`config.mk`:
```
export PLATFORM = sky130hd
export DESIGN_NAME = mrc_lat_pipe
export DESIGN_NICKNAME = d
export VERILOG_FILES = /design/src/rtl/mrc_lat_pipe.sv
export SDC_FILE = /design/constraint.sdc
export NUM_CORES = 1
export LEC_CHECK = 0
export CORE_AREA = 2 2 39 41
export DETAILED_ROUTE_END_ITERATION = 8
export DIE_AREA = 0 0 41 43
export HOLD_SLACK_MARGIN = 0.03
export PLACE_DENSITY = 0.69
export REMOVE_ABC_BUFFERS = 1
export SKIP_LAST_GASP = 1
export SYNTH_ARGS = -nofsm -noshare
export SYNTH_HDL_FRONTEND = slang
export SYNTH_SLANG_ARGS = --single-unit
export TNS_END_PERCENT = 20
```
`constraint.sdc`:
```
create_clock -name clk -period 1.2 [get_ports clk]
set_input_delay 0.24 -clock clk [delete_from_list [all_inputs] [get_ports clk]]
set_output_delay 0.24 -clock clk [all_outputs]
set_load 0.005 [all_outputs]
```
`src/rtl/mrc_lat_pipe.sv`:
```
// Fixed-depth shift register that tracks read-side metadata across memory latency.
module mrc_lat_pipe #(
  parameter int unsigned DEPTH = 1,
  parameter int unsigned W     = 13
) (
  input  logic         clk,
  input  logic         rst_n,
  input  logic [W-1:0] d_i,
  output logic [W-1:0] q_o
);

  logic [W-1:0] pipe_q [DEPTH];

  // Shift metadata one stage per clock; cleared on reset so no stale compares retire.
  always_ff @(posedge clk or negedge rst_n) begin
    if (!rst_n) begin
      for (int unsigned i = 0; i < DEPTH; i++) begin
        pipe_q[i] <= '0;
      end
    end else begin
      pipe_q[0] <= d_i;
      for (int unsigned i = 1; i < DEPTH; i++) begin
        pipe_q[i] <= pipe_q[i-1];
      end
    end
  end

  assign q_o = pipe_q[DEPTH-1];

endmodule

```
== Yosys cells after proc, flatten, opt, wreduce, memory -nomap -nowiden ==
Cells that the tools add are included.

* Flip-flop bits (word level): 13
* Word-level logic and storage cells: 1
* Input bits: 15

== Longest topological paths before layout ==
Gate-level depths: netlist of the first run.

* Depth after elaboration: 0
* Mapped depth: 0
* Gate-level depth less buffers: 0

== Worst setup path after synthesis of the first run ==
Ideal clock, no wire load.

* Kind: flip-flop to output port
* From: register pipe_q, in the netlist q_o[0]
* To: output q_o[0]
* Path buffers: 0
* Stages on the path, launching flop included: 1
* Data required time: 0.960 ns
* Slack: 0.611 ns
* Arrival time: 0.349 ns
* Cell sequence: dfrtp_1

{| class="wikitable"
|+ RTL lines
! element !! RTL line !! source
|-
| from (decl) || 12 || <nowiki>logic [W-1:0] pipe_q [DEPTH];</nowiki>
|-
| from (signal, indexed assignment) || 23 || <nowiki>pipe_q[i] <= pipe_q[i-1];</nowiki>
|-
| to (decl) || 9 || <nowiki>output logic [W-1:0] q_o</nowiki>
|}

No word-level cell between the ends.

== Worst setup path in the final report of the first run ==
* From: register pipe_q, in the netlist q_o[7]
* To: output q_o[7]

No word-level cell between the ends.

==> flow_summary.toml, run 1 <==
[status]
status = "finished with violations"
violations = "setup timing"

[routing]
antenna_left = 0
viasPerCell = 3.85
vias = 235
wl_per_cell_um = 10.2
remaining_drc_errors = 0
finalWirelength_um = 624
drtPass1Iterations = 1
drtIter0Drc = 0

[critical_path]
critPathCaptureType = "output pin"
crit_slowest_cell = "clkdlybuf4s50_1"
cp_max_fo = 1
start_kind = "register"
path_delay_family = "buffers and inverters"
crit_start = "q_o[7]"
worst-path-buf-inv = 1
cp_data_arrival_time_ps = 1080
cp_cell_sequence = "clkdlybuf4s50_1"
slowest_delay_ps = 500
cp.required_ps = 960
worst-setup-path-type = "reg2out"

[power]
total_power_uw = 816
leakagePower_nw = 0.298
peakVddDrop_mv = 0.597
power_density_nw_per_um2 = 1250

[synthesis]
syn_inst = 13
synth_cell_type_count = 1
netlist_area_sq_um = 325
synth_seq_cells = 13
ys_seq_area_share_pct = 100
yosysWarnings = 0
syn-mean-instance-area_sq_um = 25.0

[cts]
htree_levels = 1
ctsRootBufferMaster = "clkbuf_4"
cts_hold_buf = 0
clk_pin_slew_worst_paths_ps = 70
cts_tree = "yes"
clkSinkCount = 13
clockBufferDepth = 2
cts_buffers = 3

[floorplanning]
rows = 14
initial_core_util_pct = 23.5
coreArea_sq_um = 1380
dieArea_sq_um = 1760
io_pins = 28
die_w_um = 41
die_h_um = 43

[placement]
detailedPlace.worstSlack_ps = 154
portBuffers = 27
place_area_sq_um = 623
gp_congestion = 0.601
dp_hpwl_um = 515

[sta]
slew_viol_final = 0
holdWs_ps = 278
hold_violations = 0
final-setup-viol-count = 9
worst_slack_ps = -125
min_period_ps = 1320
timing.slew.headroom_pct = 89.5
tightest_slew_ps = 158
rsz0062_at_grt = "true"
finalCritPeriodShare_pct = 110
clock.fmax_mhz = 755

[grt]
antenna_found_initial = 0
grt_pass1_vias = 255
grt_first_pass_wirelength_mm = 1.04
grt_use_total_pct = 9.93
gr-total-overflow = 0
grt_max_degree = 14

[final_layout]
drive_above_1_share_pct = 8.89
multi_input_cells = 0
n_antenna_cell = 0
layout_commonest_cell = "clkdlybuf4s50_1"
final_cell_area_sq_um = 652
multi_input_area_sq_um = 0
mostFrequentLayoutCells = "clkdlybuf4s50_1, dfrtp_1, clkbuf_4"
largest_reg_flops = 13
fin_nets = 61
final_core_util_pct = 47.1
area_delta_synth_final_pct = 100
seqCellArea_sq_um = 325
fill_cells = 132

[job]
max_cap_viol_count = 0

[min_path]
hold_path.class = "in2async"
-- worst paths after layout --
check                          to  slack [ps]  cells after the start
min in group clk           q_o[6]         410                      1
max                        q_o[7]        -120                      1
min                        q_o[4]         280                      2
max in group asynchronous  q_o[6]         770                      2
-- where the power goes --
group	leakage (nW)	total, mW	internal, mW	switching, mW
registers	0.151	0.464	0.460	0.00480
logic	0.131	0.0983	0.0745	0.0238
clock network	0.0150	0.254	0.129	0.125
total	0.298	0.816	0.663	0.154
-- final cells by class --
class                 count  area share [%]
Timing Repair Buffer     28            43.0
Clock buffer              4            4.03
Tap cell                 16            3.07
Sequential cell          13            49.9
-- synthesized netlist by cell type --
| library cell | count | area (sq um) |
|---|---|---|
| dfrtp_1 | 13 | 325 |
-- per-layer routing --
metal  vias to the layer above  share of wire (%)  global-route usage [%]  wire (um)
met1                       108                 33                    11.0        205
met5                         -                  0                       0          0
li1                        103                  -                       -          -
met2                        20                 47                    12.2        296
met3                         4                 17                    7.33        105
met4                         0                2.7                    8.00         17
-- stage by stage --
stage          instances  setup TNS [ps]
2_1_floorplan         13               0
3_3_place_gp          57               0
3_5_place_dp          57               0
4_1_cts               61           -1510
5_1_grt               61           -1600
6_report              61           -1070
-- kinds of logic after synthesis --
family | Yosys count | synth area share, %
DFF | 13 | 100
-- what timing repair did --
action                     4_1_cts  5_1_grt
hold endpoints to repair         0        0
pin swaps                        0        0
setup endpoints to repair       13       11
resized for setup                2        2
buffers inserted                 0        0
Note: power is estimated with default switching activity, not from simulation.
==> inputs of run 2 (changes only) <==
- PLACE_DENSITY: 0.69 -> unset
- PLACE_DENSITY_LB_ADDON: unset -> 0.1
==> run 2 against run 1 <==
The flow still finishes with violations (setup timing). Final cell count did not move. Cell area did not move. Die area did not move. Clock power barely moved. Via count fell by 2.1%. Sequential share of layout area did not move. Sequential cell count did not move.
==> flow_summary.toml, run 2 (same netlist as run 1, synthesis figures left out) <==
[final_layout]
multi_input_cells = 0
layout_commonest_cell = "clkdlybuf4s50_1"
mostFrequentLayoutCells = "clkdlybuf4s50_1, dfrtp_1, clkbuf_4"
n_antenna_cell = 0
drive_above_1_share_pct = 8.89
multi_input_area_sq_um = 0
area_delta_synth_final_pct = 100
largest_reg_flops = 13
fill_cells = 117
fin_nets = 61

[grt]
gr-total-overflow = 0
antenna_found_initial = 0
grt_max_degree = 14
grt_pass1_vias = 235
grt_use_total_pct = 9.43
grt_first_pass_wirelength_um = 959

[power]
peakVddDrop_mv = 0.456
p_sw_share_pct = 18.8
p_comb_share_pct = 12.1
leakagePower_nw = 0.298
p_int_uw = 662
clkPwrFrac_pct = 30.9
seq_power_share_pct = 57.0
power_density_nw_per_um2 = 1250
p_switching_uw = 153

[critical_path]
cp.required_ps = 960
cp_data_arrival_time_ps = 1080
start_kind = "register"
worst-setup-path-type = "reg2out"
cp.depth = 1
path_delay_family = "buffers and inverters"
crit_slowest_cell = "clkdlybuf4s50_1"
slowest_delay_ps = 500
cp_cell_sequence = "clkdlybuf4s50_1"
critPathCaptureType = "output pin"
worst-path-buf-inv = 1
crit_start = "q_o[12]"
cp_max_fo = 1

[placement]
detailedPlace.worstSlack_ps = 155
portBuffers = 27
dp_hpwl_um = 537
gp_congestion = 0.534

[routing]
drtPass1Iterations = 1
vias = 230
met1_length_um = 184
top_layer = "met4"
drtIter0Drc = 0
wl_met3_um = 121
wl_per_cell_um = 11.1
remaining_drc_errors = 0
viasPerCell = 3.77
antenna_left = 0
wl_met2_um = 362
finalWirelength_um = 677

[sta]
hold_violations = 0
rsz0062_at_grt = "true"
holdWs_ps = 277
slew_viol_final = 0
finalCritPeriodShare_pct = 110
timing.slew.headroom_pct = 89.3
tightest_slew_ps = 160
min_period_ps = 1320
worst_slack_ps = -124
clock.fmax_mhz = 755
final-setup-viol-count = 9

[cts]
cts_tree = "yes"
clockBufferDepth = 2
postCtsSetupRepairBufs = 0
cts_buffers = 3
ctsRootBufferMaster = "clkbuf_4"
htree_levels = 1
clkSinkCount = 13
clk_pin_slew_worst_paths_ps = 70
cts_hold_buf = 0

[floorplanning]
coreArea_sq_um = 1380
io_pins = 28
rows = 14
dieArea_sq_um = 1760
die_h_um = 43
die_w_um = 41
initial_core_util_pct = 23.5

[status]
violations = "setup timing"
status = "finished with violations"

[job]
max_cap_viol_count = 0

[min_path]
hold_path.class = "in2async"
## run 2: timing repair
item / 4_1_cts / 5_1_grt
endpoints found under the setup margin: 13 / 11
pin swaps: 0 / 0
hold endpoints to repair: 0 / 0
gates resized for setup: 2 / 2
## run 2: power groups by stage
| stage | logic, mW | clock network [mW] | registers (mW) |
|---|---|---|---|
| 3_5_place_dp | 0.104 | 0 | 0.475 |
| 4_1_cts | 0.102 | 0.269 | 0.465 |
| 5_1_grt | 0.106 | 0.304 | 0.467 |
| 3_3_place_gp | 0.103 | 0 | 0.473 |
| 6_report | 0.0983 | 0.252 | 0.465 |
| 2_1_floorplan | 0 | 0 | 0.478 |
## run 2: final cells by class
class | instances | area, sq um | area share (%)
clock buffers | 4 | 26.3 | 4.03
flip-flops and latches | 13 | 325 | 49.9
well taps | 16 | 20.0 | 3.07
repair buffers | 28 | 280 | 43.0
## run 2: worst max-delay path by stage
stage | slack, ps | to
after floorplan | 610 | q_o[0]
after global placement | 160 | q_o[12]
after detailed placement | 150 | q_o[10]
after CTS | -150 | q_o[2]
after global routing | -190 | q_o[2]
final | -120 | q_o[12]
## run 2: stage by stage
step                TNS (ps)  std cells  utilization [%]  instance area (sq um)  power, mW
floorplan                  0         13                -                    325      0.478
global placement           0         57             45.0                    623      0.576
detailed placement         0         57             45.0                    623      0.579
CTS                    -1520         61             46.7                    647      0.837
global route           -1620         61             47.1                    652      0.878
finish                 -1070         61             47.1                    652      0.815
## run 2: routing by layer
| layer | vias to the layer above | GRT usage, % |
|---|---|---|
| met1 | 108 | 6.87 |
| li1 | 103 | - |
| met2 | 17 | 14.4 |
| met4 | 0 | 8.00 |
| met3 | 2 | 7.33 |
| met5 | - | 0 |
==> edit 1, RTL diff (config.mk and constraints of run 2) <==
Put a register stage on the output `q_o`, without a reset. The value now appears one clock later.
--- a/src/rtl/mrc_lat_pipe.sv
+++ b/src/rtl/mrc_lat_pipe.sv
@@ -27,3 +27,5 @@
 
-  assign q_o = pipe_q[DEPTH-1];
+  always_ff @(posedge clk) begin
+    q_o <= pipe_q[DEPTH-1];
+  end
 
Check against the original RTL: not equivalent (a bounded check fails within 4 cycles, from zero or initial values and one cycle with rst_n low).
==> edit 1 against run 2 <==
  * The run still ends with negative setup slack left
  * Count of clock-buffer cells in the layout is the same
  * Area after synthesis grew 80%
  * Routed wire length grew 18%
  * Total power grew 75%
  * Critical endpoint is now q_o[4]
  * Final cell count grew 21%
  * Synthesized cell count grew 100%
  * Sequential power grew 99%
  * Die area is the same
  * Core utilization grew 20 points
  * Critical path depth is the same
  * Worst setup slack lost 46 ps
  * Non-clock buffer count is the same
  * Design area grew 42%
  * Sequential cell count grew 13
==> edit 1: results (changes against run 2) <==
[synthesis]
ys_warn_count=0  ; unchanged
synth_cell_types=2  ; +1
synthArstFlopShare_pct=50.0  ; -50 points
synth_flop_cell=dfxtp_1
synth.top_cell.area_share_pct=55.6  ; -44 points
synth_xor_area_share_pct=0  ; unchanged
netlist_top_cells_count=dfrtp_1 (13), dfxtp_1 (13)
synth.area.top_cells=dfrtp_1 (56%), dfxtp_1 (44%)

[sta]
setup_ws_ps=-170  ; -45.6 ps
max_slew_margin_pct=89.3  ; about the same
setup_viol=10  ; +1

[placed_design]
gp_congestion=0.536  ; +0.45%
post-place-ws_ps=162  ; +6.95 ps
dpl-instance-area_um2=883  ; +42%
dp_hpwl_um=640  ; +19%

[global_routing]
grt_pass1_wl_um=1310  ; +37%
grt_max_degree=15  ; +1
grt_pass1_vias=338  ; +44%
track_usage_pct=11.8  ; +2.4 points

[critical_path]
r2r_slack_ps=710
cp_max_fo=1  ; unchanged
cp_top_family=buffers and inverters
ff2ff_path_depth=0
worstPathArrival_ps=1130  ; +50 ps

[detailed_routing]
wirelength_um=796  ; +18%
first_iter_violations=0  ; unchanged
via_per_inst=4.09  ; +8.6%

[cts]
clk_path_buf_depth=2  ; unchanged
clkTransAtPathRegs_ps=120  ; +50 ps

[power_and_ir_drop]
power.leakage_nw=0.412  ; +38%
ir_worst_vdd_uv=956  ; +110%
switchingPower_w=0.000254  ; +66%

[layout]
nets=74  ; +21%
drive_gt1_share_pct=10.3  ; +1.5 points
fill_cells=98  ; -16%
n_antenna_cell=0  ; unchanged

[run_status]
outcome=finished, violations left
failed_checks=negative setup slack

[min_path]
min_path_type=in -> async

==> edit 1: metal layers <==
layer	GRT usage (%)	vias up	share of wire (%)
li1	-	141	-
met1	9.64	147	28
met2	22.5	15	65
met3	3.14	0	7.3
met4	6.00	0	0
met5	0	-	0
==> edit 1: worst max path at each step <==
stage	from	endpoint	slack, ps	depth (start not counted)
finish	q_o[4]	q_o[4]	-170	1
global route	q_o[5]	q_o[5]	-240	1
CTS	q_o[4]	q_o[4]	-190	1
detailed placement	q_o[12]	q_o[12]	160	1
global placement	q_o[1]	q_o[1]	180	1
floorplan	q_o[0]	q_o[0]	660	0
==> edit 1: power groups by stage <==
stage / logic, W / registers, W / clock network (W)
2_1_floorplan: 0 / 0.000945 / 0
3_3_place_gp: 0.000102 / 0.000942 / 0
3_5_place_dp: 0.000103 / 0.000945 / 0
4_1_cts: 0.000102 / 0.000927 / 0.000425
5_1_grt: 0.000108 / 0.000931 / 0.000459
6_report: 0.0000989 / 0.000925 / 0.000405
==> edit 1: metrics by stage <==
step	hold slack [ps]	setup TNS, ps	cells
after floorplan	-55.6	0	26
after global placement	328	0	70
after detailed placement	329	0	70
after CTS	212	-2130	74
after global routing	227	-2160	74
final	219	-1570	74
==> edit 1: layout make-up <==
| type | count | share of cell area, % |
|---|---|---|
| sequential | 26 | 63.5 |
| tap | 16 | 2.17 |
| clock buffer | 4 | 3.92 |
| timing repair buffer | 28 | 30.4 |
==> edit 1: timing repair <==
action | 4_1_cts | 5_1_grt
setup buffers | 0 | 0
hold buffers | 0 | 0
resized for setup | 2 | 2
cloned | 0 | 0
endpoints found under the setup margin | 13 | 12
pin swaps | 0 | 0
==> edit 1: cells by family after synthesis <==
family	after synthesis
DFF	26
==> edit 2, RTL diff (flow settings as in run 2) <==
Made on the original files. `W`: 13 -> 11.
--- a/src/rtl/mrc_lat_pipe.sv
+++ b/src/rtl/mrc_lat_pipe.sv
@@ -3,3 +3,3 @@
   parameter int unsigned DEPTH = 1,
-  parameter int unsigned W     = 13
+  parameter int unsigned W     = 11
 ) (
Interface: changed (resized d_i and q_o); port bits go from 28 to 24. No check against the original RTL was run, so the function may have changed too.
==> edit 2 against run 2 <==
  * Critical path depth stayed put
  * Largest cell class unchanged
  * Critical endpoint is now q_o[9]
  * Synthesized cell count is 15% lower
  * Die area stayed put
  * Highest routed layer is now met3
  * Area after synthesis is 15% lower
  * The run still ends with negative setup slack left
  * Sequential cell count is 2 lower
  * Worst setup slack better by 16 ps
  * Worst hold slack better by 1.8 ps
  * Sequential power is 15% lower
  * Routed wire length is 23% lower
  * Count of clock-buffer cells in the layout stayed put
  * Total power is 13% lower
  * Design area is 14% lower
==> edit 2: results (changes against run 2) <==
[layout]
multi_input_gates=0  ; unchanged
n_antenna_cell=0  ; unchanged
layout.cells.non_filler=55  ; -9.8%
drive_gt1_share_pct=10.3  ; +1.4 points
largest_reg_flops=11  ; -2
nets=53  ; -13%

[global_routing]
grt_max_degree=12  ; -2
track_usage_pct=7.34  ; -2.1 points
grt_pass1_wl_um=814  ; -15%

[sta]
setup_ws_ps=-108  ; +16.4 ps
max_slew_margin_pct=90.9  ; +1.6 points
setup-tns-final_ps=-805  ; +260 ps
setup_viol=8  ; -1

[placed_design]
post-place-ws_ps=155  ; +0.554 ps
dp_cells=51  ; -11%
gp_congestion=0.561  ; +5.2%
port_buffers=23  ; -15%

[cts]
clk_path_buf_depth=2  ; unchanged
clkTransAtPathRegs_ps=60
cts_buffers=3  ; unchanged
ctsRootBufferMaster=clkbuf_4

[detailed_routing]
firstDrtPassIters=1  ; unchanged
vias=194  ; -16%
first_iter_violations=0  ; unchanged
wirelength_um=518  ; -23%

[run_status]
failed_checks=negative setup slack
outcome=finished, violations left

[synthesis]
synth_mux_area_share_pct=0  ; unchanged
synth_cell_types=1  ; unchanged
postSynthCellCount=11  ; -2
ys_warn_count=0  ; unchanged
yosysSeqAreaShare_pct=100  ; unchanged
netlist_top_cells_count=dfrtp_1 (11)
synth_xor_area_share_pct=0  ; unchanged
synth.area.top_cells=dfrtp_1 (100%)

[power_and_ir_drop]
ir_worst_vdd_uv=511  ; +12%
power.leakage_nw=0.250  ; -16%
power_density_mw_per_mm2=1270  ; +1.1%

[critical_path]
cp_top_family=buffers and inverters
crit_slowest_cell=clkdlybuf4s50_1
worstPathArrival_ps=1070
slowest_delay_ps=490
cp_max_fo=1  ; unchanged

[min_path]
min_path_type=in -> async

==> edit 2: layout make-up <==
class / count / area, um2
sequential: 11 / 275
clock buffer: 4 / 26.3
timing repair buffer: 24 / 238
fill: 136 / 825
tap: 16 / 20.0
==> edit 2: metal layers <==
metal,up-vias,wire (um),GRT usage (%)
met1,91,160,7.43
li1,90,-,-
met4,0,0,2.00
met5,-,0,0
met2,13,289,11.9
met3,0,68,4.71
==> edit 2: worst max-delay path by stage <==
| stage | start | end | cells after the start |
|---|---|---|---|
| after CTS | q_o[3] | q_o[3] | 1 |
| final | q_o[9] | q_o[9] | 1 |
| after detailed placement | q_o[0] | q_o[0] | 1 |
| after floorplan | q_o[0] | q_o[0] | 0 |
| after global placement | q_o[3] | q_o[3] | 1 |
| after global routing | q_o[6] | q_o[6] | 1 |
==> edit 2: kinds of logic after synthesis <==
kind of cell / count (synthesis)
DFF: 11
==> edit 2: through the flow <==
step / instance area [um2] / hold slack, ps
finish: 559 / 279
CTS: 557 / 275
global route: 559 / 283
global placement: 533 / 547
floorplan: 275 / -55.6
detailed placement: 533 / 545
==> edit 2: report_power, final <==
group	internal (W)	switching (W)	total, W	leakage (nW)
Clock	0.000128	0.000102	0.000230	0.0150
Combinational	0.0000637	0.0000200	0.0000837	0.107
Sequential	0.000389	0.00000416	0.000393	0.128
Total	0.000581	0.000127	0.000708	0.250
==> edit 2: what timing repair did <==
item,4_1_cts,5_1_grt
resized for setup,2,1
setup endpoints to repair,11,9
buffers inserted,0,0
